**config.mk**
```make
export PLATFORM = sky130hd
export DESIGN_NAME = alu_control_seq
export DESIGN_NICKNAME = d
export VERILOG_FILES = /design/src/rtl/alu_ctrl_pkg.sv /design/src/rtl/alu_ctrl_decode.sv /design/src/rtl/alu_control_seq.sv
export SDC_FILE = /design/constraint.sdc
export NUM_CORES = 1
export LEC_CHECK = 0
export ABC_AREA = 0
export CAP_MARGIN = 20
export CELL_PAD_IN_SITES_DETAIL_PLACEMENT = 1
export CELL_PAD_IN_SITES_GLOBAL_PLACEMENT = 2
export CORE_ASPECT_RATIO = 0.5
export CORE_MARGIN = 2
export CORE_UTILIZATION = 30
export CTS_BUF_LIST = sky130_fd_sc_hd__clkbuf_4 sky130_fd_sc_hd__clkbuf_8
export DETAILED_ROUTE_END_ITERATION = 8
export PLACE_DENSITY = 0.94
export SLEW_MARGIN = 0
export SYNTH_ARGS = -nofsm -noshare
export SYNTH_HDL_FRONTEND = slang
export SYNTH_HIERARCHICAL = 1
export SYNTH_SLANG_ARGS = --single-unit
```
**constraint.sdc**
```tcl
create_clock -name clk -period 2.1 [get_ports clk]
set_input_delay 0.315 -clock clk [delete_from_list [all_inputs] [get_ports clk]]
set_output_delay 0.315 -clock clk [all_outputs]
set_load 0.005 [all_outputs]
```
**src/rtl/alu_ctrl_pkg.sv**
```systemverilog
// Shared encodings for the ALU control sequencer: MIPS opcode/funct fields,
// ALU operation codes, FSM states and the decoder result bundle.
package alu_ctrl_pkg;

  localparam logic [5:0] OP_RTYPE = 6'b000000;
  localparam logic [5:0] OP_ADDI  = 6'b001000;
  localparam logic [5:0] OP_LW    = 6'b100011;
  localparam logic [5:0] OP_SW    = 6'b101011;
  localparam logic [5:0] OP_ANDI  = 6'b001100;
  localparam logic [5:0] OP_BEQ   = 6'b000100;
  localparam logic [5:0] OP_JAL   = 6'b000011;

  localparam logic [5:0] FN_ADD  = 6'b100000;
  localparam logic [5:0] FN_SLL  = 6'b000000;
  localparam logic [5:0] FN_AND  = 6'b100100;
  localparam logic [5:0] FN_NOR  = 6'b100111;
  localparam logic [5:0] FN_JR   = 6'b001000;
  localparam logic [5:0] FN_SLT  = 6'b101010;
  localparam logic [5:0] FN_SUB  = 6'b100010;
  localparam logic [5:0] FN_OR   = 6'b100101;
  localparam logic [5:0] FN_MULT = 6'b011000;
  localparam logic [5:0] FN_DIV  = 6'b011010;

  localparam logic [3:0] ALU_ADD  = 4'b0000;
  localparam logic [3:0] ALU_LW   = 4'b0010;
  localparam logic [3:0] ALU_SW   = 4'b0011;
  localparam logic [3:0] ALU_SLL  = 4'b0100;
  localparam logic [3:0] ALU_AND  = 4'b0101;
  localparam logic [3:0] ALU_ANDI = 4'b0110;
  localparam logic [3:0] ALU_NOR  = 4'b0111;
  localparam logic [3:0] ALU_BEQ  = 4'b1000;
  localparam logic [3:0] ALU_JAL  = 4'b1001;
  localparam logic [3:0] ALU_JR   = 4'b1010;
  localparam logic [3:0] ALU_SLT  = 4'b1011;
  localparam logic [3:0] ALU_SUB  = 4'b1100;
  localparam logic [3:0] ALU_OR   = 4'b1101;
  localparam logic [3:0] ALU_MULT = 4'b1110;
  localparam logic [3:0] ALU_DIV  = 4'b1111;

  typedef enum logic {ST_IDLE, ST_MULTI} state_e;

  typedef struct packed {
    logic [3:0] alu_op;
    logic       illegal;
    logic       is_mult;
    logic       is_div;
  } dec_t;

endpackage

```
**src/rtl/alu_ctrl_decode.sv**
```systemverilog
// Combinational opcode/funct lookup; unknown combinations decode to ADD
// with the illegal flag raised.
module alu_ctrl_decode
  import alu_ctrl_pkg::*;
(
  input  logic [5:0] opcode,
  input  logic [5:0] funct,
  output dec_t       dec
);

  always_comb begin
    dec = '{alu_op: ALU_ADD, illegal: 1'b0, is_mult: 1'b0, is_div: 1'b0};
    case (opcode)
      OP_ADDI: dec.alu_op = ALU_ADD;
      OP_LW:   dec.alu_op = ALU_LW;
      OP_SW:   dec.alu_op = ALU_SW;
      OP_ANDI: dec.alu_op = ALU_ANDI;
      OP_BEQ:  dec.alu_op = ALU_BEQ;
      OP_JAL:  dec.alu_op = ALU_JAL;
      OP_RTYPE: begin
        case (funct)
          FN_ADD:  dec.alu_op = ALU_ADD;
          FN_SLL:  dec.alu_op = ALU_SLL;
          FN_AND:  dec.alu_op = ALU_AND;
          FN_NOR:  dec.alu_op = ALU_NOR;
          FN_JR:   dec.alu_op = ALU_JR;
          FN_SLT:  dec.alu_op = ALU_SLT;
          FN_SUB:  dec.alu_op = ALU_SUB;
          FN_OR:   dec.alu_op = ALU_OR;
          FN_MULT: begin
            dec.alu_op  = ALU_MULT;
            dec.is_mult = 1'b1;
          end
          FN_DIV: begin
            dec.alu_op = ALU_DIV;
            dec.is_div = 1'b1;
          end
          default: dec.illegal = 1'b1;
        endcase
      end
      default: dec.illegal = 1'b1;
    endcase
  end

endmodule

```
**src/rtl/alu_control_seq.sv**
```systemverilog
// Registered, handshaked ALU control: decode into an output register and
// hold issue while a mult/div occupies the muldiv unit.
module alu_control_seq
  import alu_ctrl_pkg::*;
#(
  parameter int unsigned CTRL_W   = 4,
  parameter int unsigned MULT_LAT = 4,
  parameter int unsigned DIV_LAT  = 32
) (
  input  logic              clk,
  input  logic              reset,
  input  logic              in_valid,
  input  logic [5:0]        opcode,
  input  logic [5:0]        funct,
  input  logic              stall,
  input  logic              flush,
  output logic              in_ready,
  output logic              out_valid,
  output logic [CTRL_W-1:0] alu_op,
  output logic              illegal,
  output logic              busy,
  output logic              done
);

  localparam int unsigned MAX_LAT = (MULT_LAT > DIV_LAT) ? MULT_LAT : DIV_LAT;
  localparam int unsigned CNT_W   = $clog2(MAX_LAT);

  dec_t             w_dec;
  state_e           r_state, w_state_nxt;
  logic [CNT_W-1:0] r_cnt, w_cnt_nxt;
  logic             r_done, w_done_nxt;
  logic             r_out_valid, r_illegal;
  logic [3:0]       r_alu_op;
  logic             w_busy, w_accept;

  alu_ctrl_decode u_decode (
    .opcode (opcode),
    .funct  (funct),
    .dec    (w_dec)
  );

  assign w_busy    = (r_state == ST_MULTI);
  assign in_ready  = !w_busy && (!r_out_valid || !stall);
  assign w_accept  = in_valid && in_ready && !flush;

  assign out_valid = r_out_valid;
  assign alu_op    = CTRL_W'(r_alu_op);
  assign illegal   = r_illegal;
  assign busy      = w_busy;
  assign done      = r_done;

  always_ff @(posedge clk or posedge reset) begin
    if (reset) begin
      r_state <= ST_IDLE;
      r_cnt   <= '0;
      r_done  <= 1'b0;
    end else begin
      r_state <= w_state_nxt;
      r_cnt   <= w_cnt_nxt;
      r_done  <= w_done_nxt;
    end
  end

  // Counter runs regardless of stall; the done pulse is issued on the edge
  // that observes zero, i.e. LAT edges after the accepting edge.
  always_comb begin
    w_state_nxt = r_state;
    w_cnt_nxt   = r_cnt;
    w_done_nxt  = 1'b0;
    if (flush) begin
      w_state_nxt = ST_IDLE;
      w_cnt_nxt   = '0;
    end else begin
      case (r_state)
        ST_IDLE: begin
          if (w_accept && (w_dec.is_mult || w_dec.is_div)) begin
            w_state_nxt = ST_MULTI;
            w_cnt_nxt   = w_dec.is_mult ? CNT_W'(MULT_LAT - 1) : CNT_W'(DIV_LAT - 1);
          end
        end
        ST_MULTI: begin
          if (r_cnt == '0) begin
            w_state_nxt = ST_IDLE;
            w_done_nxt  = 1'b1;
          end else begin
            w_cnt_nxt = r_cnt - CNT_W'(1);
          end
        end
      endcase
    end
  end

  always_ff @(posedge clk or posedge reset) begin
    if (reset) begin
      r_out_valid <= 1'b0;
      r_alu_op    <= '0;
      r_illegal   <= 1'b0;
    end else if (flush) begin
      r_out_valid <= 1'b0;
      r_illegal   <= 1'b0;
    end else if (w_accept) begin
      r_out_valid <= 1'b1;
      r_alu_op    <= w_dec.alu_op;
      r_illegal   <= w_dec.illegal;
    end else if (!stall) begin
      r_out_valid <= 1'b0;
    end
  end

endmodule

```
======== Word level (Yosys, flattened, before mapping) ========
Index checks and enable logic that the tools add are counted.
operators by class
  add/sub/neg operators ................... 1
  equal/unequal tests ..................... 18
  mux-type cells .......................... 24
  bitwise logic cells ..................... 2
  reduce and logical (&&, ||, !) cells .... 18
operators with widths
  kind                   number
  $eq A6 B6 Y1 const B   8
  $pmux W4 S9            1
  $pmux W4 S6            1
  $mux W5                4
  $eq A6 B4 Y1 const B   3
  $mux W1                14
  $eq A6 B5 Y1 const B   2
  $logic_not A6 Y1       2
  $pmux W5 S2            1
  $reduce_or A10 Y1      1
  $eq A6 B2 Y1 const B   1
  $eq A6 B3 Y1 const B   1
  $ne A3 B3 Y1 const B   2
  $reduce_or A6 Y1       1
  $logic_not A5 Y1       1
  $sub A5 B1 Y5 const B  1
  $logic_and A1 B1 Y1    4
  $logic_not A1 Y1       4
  $pmux W1 S2            2
  $reduce_and A2 Y1      2
  $ne A3 B1 Y1 const B   1
  $logic_or A1 B1 Y1     2
  $mux W2                1
  $not A1 Y1             2
  $reduce_bool A2 Y1     1
storage, ports and cells
  flip-flop bits (word level) ............. 13
  input bits .............................. 17
  output and inout bits ................... 9

======== Longest topological paths before layout ========
Gate-level depths: netlist (run 1).
  word-level depth ........................ 9
  mapped depth ............................ 8

======== By module ========
Netlist (run 1), hierarchy kept.
by module, submodules not included
  module           instances  cells an instance  area each (um^2)  sequential area each (um^2)
  alu_control_seq  1          60                 656.9             325.3
  alu_ctrl_decode  1          56                 384.1             0.0

======== Worst setup path before layout (run 1) ========
OpenSTA, ideal clock, no wires.
  path type ............................... in2reg
  start point ............................. input opcode[0]
  end point ............................... register r_cnt[3]
  data arrival time ....................... 2.325 ns
  data required time ...................... 2.022 ns
  path slack .............................. -0.303 ns
  stages on the path ...................... 8
  path buffers ............................ 1
  path through ............................ buf_6 -> or4_4 -> or3_4 -> nor4_4 -> or2_2 -> a32oi_4 -> or2_2 -> a21oi_1
RTL lines
  element                 RTL line               text
  start: declaration      alu_control_seq.sv:13  input logic [5:0] opcode,
  end signal: assignment  alu_control_seq.sv:59  r_cnt <= w_cnt_nxt;
  end: declaration        alu_control_seq.sv:30  logic [CNT_W-1:0] r_cnt, w_cnt_nxt;

==> flow_summary.yaml, run 1 <==
status:
  status: "finished, violations left"
  violations: "setup timing"
clocking:
  cts.sinks: 13
  cts_buffer_depth: 2
  hold_buffers: 0
  root_buffer: "clkbuf_8"
  clkTransAtPathRegs_ps: 60
  cts_made_buffers: 3
  cts_tree: "done"
  h-tree-depth: 1
  clock_latency_ps: 250
route:
  first_pass_iters: 4
  drc: 0
  vias: 1136
  wl_met2_um: 1760
  wl_met3_um: 85
  drt_iter0_drc: 33
  post_drt_via_cell_ratio: 5.28
  drt-total-wl_um: 3530
  top_layer: "met4"
  wl_met1_um: 1640
  wl_per_cell_um: 16.4
  antenna_left: 0
critical_path:
  required_ps: 2270
  end_kind: "flop"
  cp_slowest_stage_delay_ps: 530
  crit_slowest_cell: "or4_4"
  rr_startpoint: "r_cnt[0]"
  crit_path_frequent_cell: "or2_4"
  start_kind: "input pin"
  worst-path-max-fanout: 8
  worstSetupPathType: "input pin to flop"
  critPathBufInv: 1
  r2r_slack_ps: 100
  worst_ep_arrival_time_ps: 2390
  critPathLaunch: "opcode[1]"
  cp_top_family: "simple AND/OR/NAND/NOR gates"
  path_cells: "buf_6, or4_4, or3_4, nor4_4, or2_4, a32oi_4, or2_4, a21oi_2"
synth:
  synth-seq-cells: 13
  synth_fa_ha_area_frac: 0.0120
  synth_xor_area_frac: 0.0337
  yosysSeqAreaShare: 0.313
  muxShareOfSynthArea: 0.0541
  synth-edff-count: 0
  synth.distinct_cells: 49
  synth-simple-area-share: 0.287
  syn-num-nets: 134
  async_flop_share: 1.00
  synth_area_um2: 1040
  synth_warnings: 6
  synth_ff_type: "dfrtp_1"
  syn_inst: 116
  synth-compound-area-share: 0.250
  synth_top_family_by_area: "simple AND/OR/NAND/NOR gates"
  syn_area_per_cell_um2: 8.97
job:
  maxCapViolCount: 0
die:
  start_util: 0.308
  coreArea_um2: 3380
  die_height_um: 45.7
  design.portCount: 26
  die_w_um: 87.3
  die_area_um2: 3990
  row_count: 15
timing:
  maxSlewHeadroom: 0.640
  worst_pin_slew_ps: 539
  worst_slack_ps: -120
  period_minus_slack_ps: 2220
  timing.hold.ws_ps: 410
  slew_viol_final: 0
  rsz0062_at_grt: "yes"
  fmax_mhz: 450
  setup_violations: 6
  period_share: 1.06
  fin_tns_setup_ps: -521
  hold_violations: 0
  finClkSkew_ps: 2.07
global_routing:
  grt_util_all_layers: 0.173
  grt_pass1_wl_um: 5280
  grt-ovfl-total: 0
  grt_pass1_vias: 1113
  grt_max_degree: 14
  antenna_found_initial: 0
place:
  dp.cells: 203
  gp_congestion: 0.800
  dp_hpwl_um: 2430
  portBuffers: 25
cells_and_area:
  final_common_cell: "buf_4"
  mostFrequentLayoutCells: "34 x buf_4, 21 x clkdlybuf4s50_1, 13 x dfrtp_1"
  antenna-diode-count: 0
  stdcell_count: 215
  area_growth_pct: 62.5
  fin_nets: 192
  final_core_util: 0.501
  drive_gt1_frac: 0.376
pwr:
  vdd_drop_max_mv: 0.326
  finalPower_w: 0.000673
  leakage_nw: 0.695
  p_per_area_nw_per_um2: 398
min_path:
  min_path_type: "input pin to async pin"
state kept, by name (all words and copies together) (netlist names):
signal	count
illegal	1
busy	1
alu_op	4
done	1
r_cnt	5
out_valid	1
path summary, 6_finish.rpt:
check	cells past startpoint	end
max	8	r_cnt[3]
min	2	out_valid
max reg2reg	7	busy
min reg2reg	1	alu_op[2]
max in group asynchronous	2	r_cnt[3]
min in group clk	1	alu_op[2]
synth_stat cells, types with 2 or more instances:
cell type	count	area share
clkbuf_1	6	0.022
a31oi_1	4	0.024
nor3_1	4	0.019
a2111oi_0	2	0.017
xnor2_1	3	0.025
o21ai_0	2	0.0096
o22ai_1	3	0.018
nand2b_1	4	0.024
a21oi_1	7	0.034
dfrtp_1	13	0.31
mux2_2	5	0.054
inv_1	5	0.018
nor2b_1	3	0.018
or2_2	2	0.012
nand2_1	10	0.036
nand3b_1	2	0.014
nor4_1	2	0.012
nor2_1	8	0.029
layout make-up:
class	count	area (um^2)
multi-input cells	91	737
inverters	5	18.8
repair buffers	60	509
clock buffers	4	48.8
fillers	409	1690
well taps	42	52.6
flip-flops and latches	13	325
routing by layer:
| metal | up-vias | global-route usage |
|---|---|---|
| met3 | 6 | 0.0272 |
| met2 | 19 | 0.302 |
| met5 | - | 0 |
| met4 | 0 | 0.0492 |
| met1 | 558 | 0.227 |
| li1 | 553 | - |
what timing repair did:
item	4_1_cts	5_1_grt
endpoints found under the setup margin	7	7
pin swaps	7	11
resized for setup	19	11
setup buffers	4	5
through the flow:
stage / setup WS, ps / area (um^2)
2_1_floorplan: -66.8 / 1050
3_3_place_gp: -491 / 1520
3_5_place_dp: -567 / 1520
4_1_cts: -88.4 / 1610
5_1_grt: -186 / 1690
6_report: -120 / 1690
logic make-up (layout without fill, tap and decap cells):
family | count (synthesis) | after routing
adders and majority gates | 1 | 1
DFF | 13 | 13
buffers and inverters | 12 | 69
xor gates and xnor gates | 4 | 4
muxes | 5 | 5
and+or+nand+nor | 48 | 48
AOI/OAI and AO/OA | 33 | 33
where the power goes:
group / total (W) / internal [W] / switching (W)
Clock: 0.000241 / 0.000147 / 0.0000936
Sequential: 0.000260 / 0.000256 / 0.00000404
Combinational: 0.000172 / 0.0000926 / 0.0000794
Total: 0.000673 / 0.000496 / 0.000177
(Power assumes the default switching activity.)
==> run 2, diff against run 1 <==
Settings changed: SKIP_CTS_REPAIR_TIMING from default to 1.
==> run 2 against run 1 <==
Against the previous run:
- the run still ends with setup timing left
- cell count fell by 1.4%
- worst hold slack got worse by 11 ps
- non-clock buffer count decreased by 3
- register-to-register slack improved by 110 ps
- global-route usage fell by 0.76 points
- via count decreased by 3.3%
- clock skew decreased by 1.3 ps
- clock power about the same
- sequential share of layout area up 0.83 points
- fmax rose by 0.90%
- core utilization decreased by 2.1 points
- first-iteration DRC count shrank 48%
- critical endpoint unchanged
- largest power group unchanged
==> flow_summary.yaml, run 2 (synthesis gave the netlist of run 1 again) <==
status:
  status: "finished, violations left"
  violations: "setup timing"
timing:
  fin_tns_setup_ps: -211
  period_share: 1.05
  slew_viol_final: 0
  rsz0062_at_grt: "yes"
  maxSlewHeadroom: 0.657
  finClkSkew_ps: 0.758
  hold_violations: 0
  timing.hold.ws_ps: 400
  setup_violations: 3
  worst_slack_ps: -101
  fmax_mhz: 454
  period_minus_slack_ps: 2200
  worst_pin_slew_ps: 514
place:
  preCtsSetupSlack_ps: -567
  portBuffers: 25
  gp_congestion: 0.800
  placed_area_um2: 1520
  dp_hpwl_um: 2430
critical_path:
  timing.rr.end: "r_cnt[2]"
  worstSetupPathType: "input pin to flop"
  critPathLaunch: "funct[2]"
  start_kind: "input pin"
  rr_startpoint: "r_cnt[0]"
  r2r_slack_ps: 210
  end_kind: "flop"
  worst-path-max-fanout: 8
  crit_end: "r_cnt[3]"
  worst_ep_arrival_time_ps: 2380
  required_ps: 2270
  r2r_cells: 6
min_path:
  min_path_type: "input pin to async pin"
cells_and_area:
  mostFrequentLayoutCells: "32 x buf_4, 21 x clkdlybuf4s50_1, 13 x dfrtp_1"
  final_core_util: 0.480
  fin_nets: 189
  fill_cells: 407
  final_common_cell: "buf_4"
  antenna-diode-count: 0
  regArea_um2: 325
  area_growth_pct: 55.8
  multi_input_area_um2: 692
  fin_area_um2: 1620
  drive_gt1_frac: 0.347
  largest_reg_flops: 5
  top_register: "r_cnt"
global_routing:
  grt_max_degree: 14
  grt_pass1_wl_um: 5090
  grt_util_all_layers: 0.165
  grt-ovfl-total: 0
  antenna_found_initial: 0
  grt_pass1_vias: 1085
die:
  die_height_um: 45.7
  die_w_um: 87.3
  die_area_um2: 3990
  coreArea_um2: 3380
  row_count: 15
  design.portCount: 26
  start_util: 0.308
route:
  antenna_left: 0
  vias: 1098
  post_drt_via_cell_ratio: 5.18
  drc: 0
  drt-total-wl_um: 3210
  first_pass_iters: 4
  drt_iter0_drc: 17
  wl_per_cell_um: 15.1
clocking:
  cts_buffer_depth: 2
  cts_tree: "done"
  root_buffer: "clkbuf_8"
  clock_latency_ps: 240
  cts_made_buffers: 3
  cts.sinks: 13
  h-tree-depth: 1
  clkTransAtPathRegs_ps: 50
pwr:
  leakage_nw: 0.672
  vdd_drop_max_mv: 0.300
  p_per_area_nw_per_um2: 410
job:
  maxCapViolCount: 0
[run 2: report_power, final]
part	leakage (nW)	total (W)	internal, W	switching (W)
clock	0.0262	0.000238	0.000147	0.0000914
combinational	0.467	0.000167	0.0000918	0.0000749
sequential	0.179	0.000260	0.000256	0.00000373
[run 2: metal layers]
metal	up-vias	routed length, um	track usage
li1	547	-	-
met1	534	1570	0.222
met2	13	1550	0.285
met3	4	65	0.0217
met4	0	21	0.0462
met5	-	0	0
[run 2: worst max-delay path: stages]
cell,delay (ps)
clkdlybuf4s50_1,440
nand2b_1,190
or3b_4,450
nor4_4,250
or2_4,180
a32oi_4,150
or2_4,280
a21oi_2,130
[run 2: how the worst min path moves through the flow]
| stage | startpoint | end | cells past startpoint |
|---|---|---|---|
| after floorplan | reset | alu_op[0] | 1 |
| after global placement | alu_op[0] | alu_op[0] | 1 |
| after detailed placement | alu_op[2] | alu_op[2] | 1 |
| after CTS | reset | busy | 2 |
| after global routing | reset | r_cnt[2] | 2 |
| final | reset | r_cnt[2] | 2 |
[run 2: final cells by class]
class                      instances  area share
clock buffer                       4      0.0301
inverter                           5      0.0116
multi-input combinational         91       0.427
sequential                        13       0.201
tap                               42      0.0324
timing repair buffer              57       0.299
[run 2: metrics by stage]
stage	total power, W	cells
6_report	0.000665	212
5_1_grt	0.000699	212
4_1_cts	0.000674	207
3_5_place_dp	0.000428	203
3_3_place_gp	0.000423	203
2_1_floorplan	0.000327	116
==> run 3, diff against run 2 <==
Settings changed: CAP_MARGIN 20 to 25.
==> results of run 3 <==
The final DEF is identical to that of run 2; final timing and power are the same.
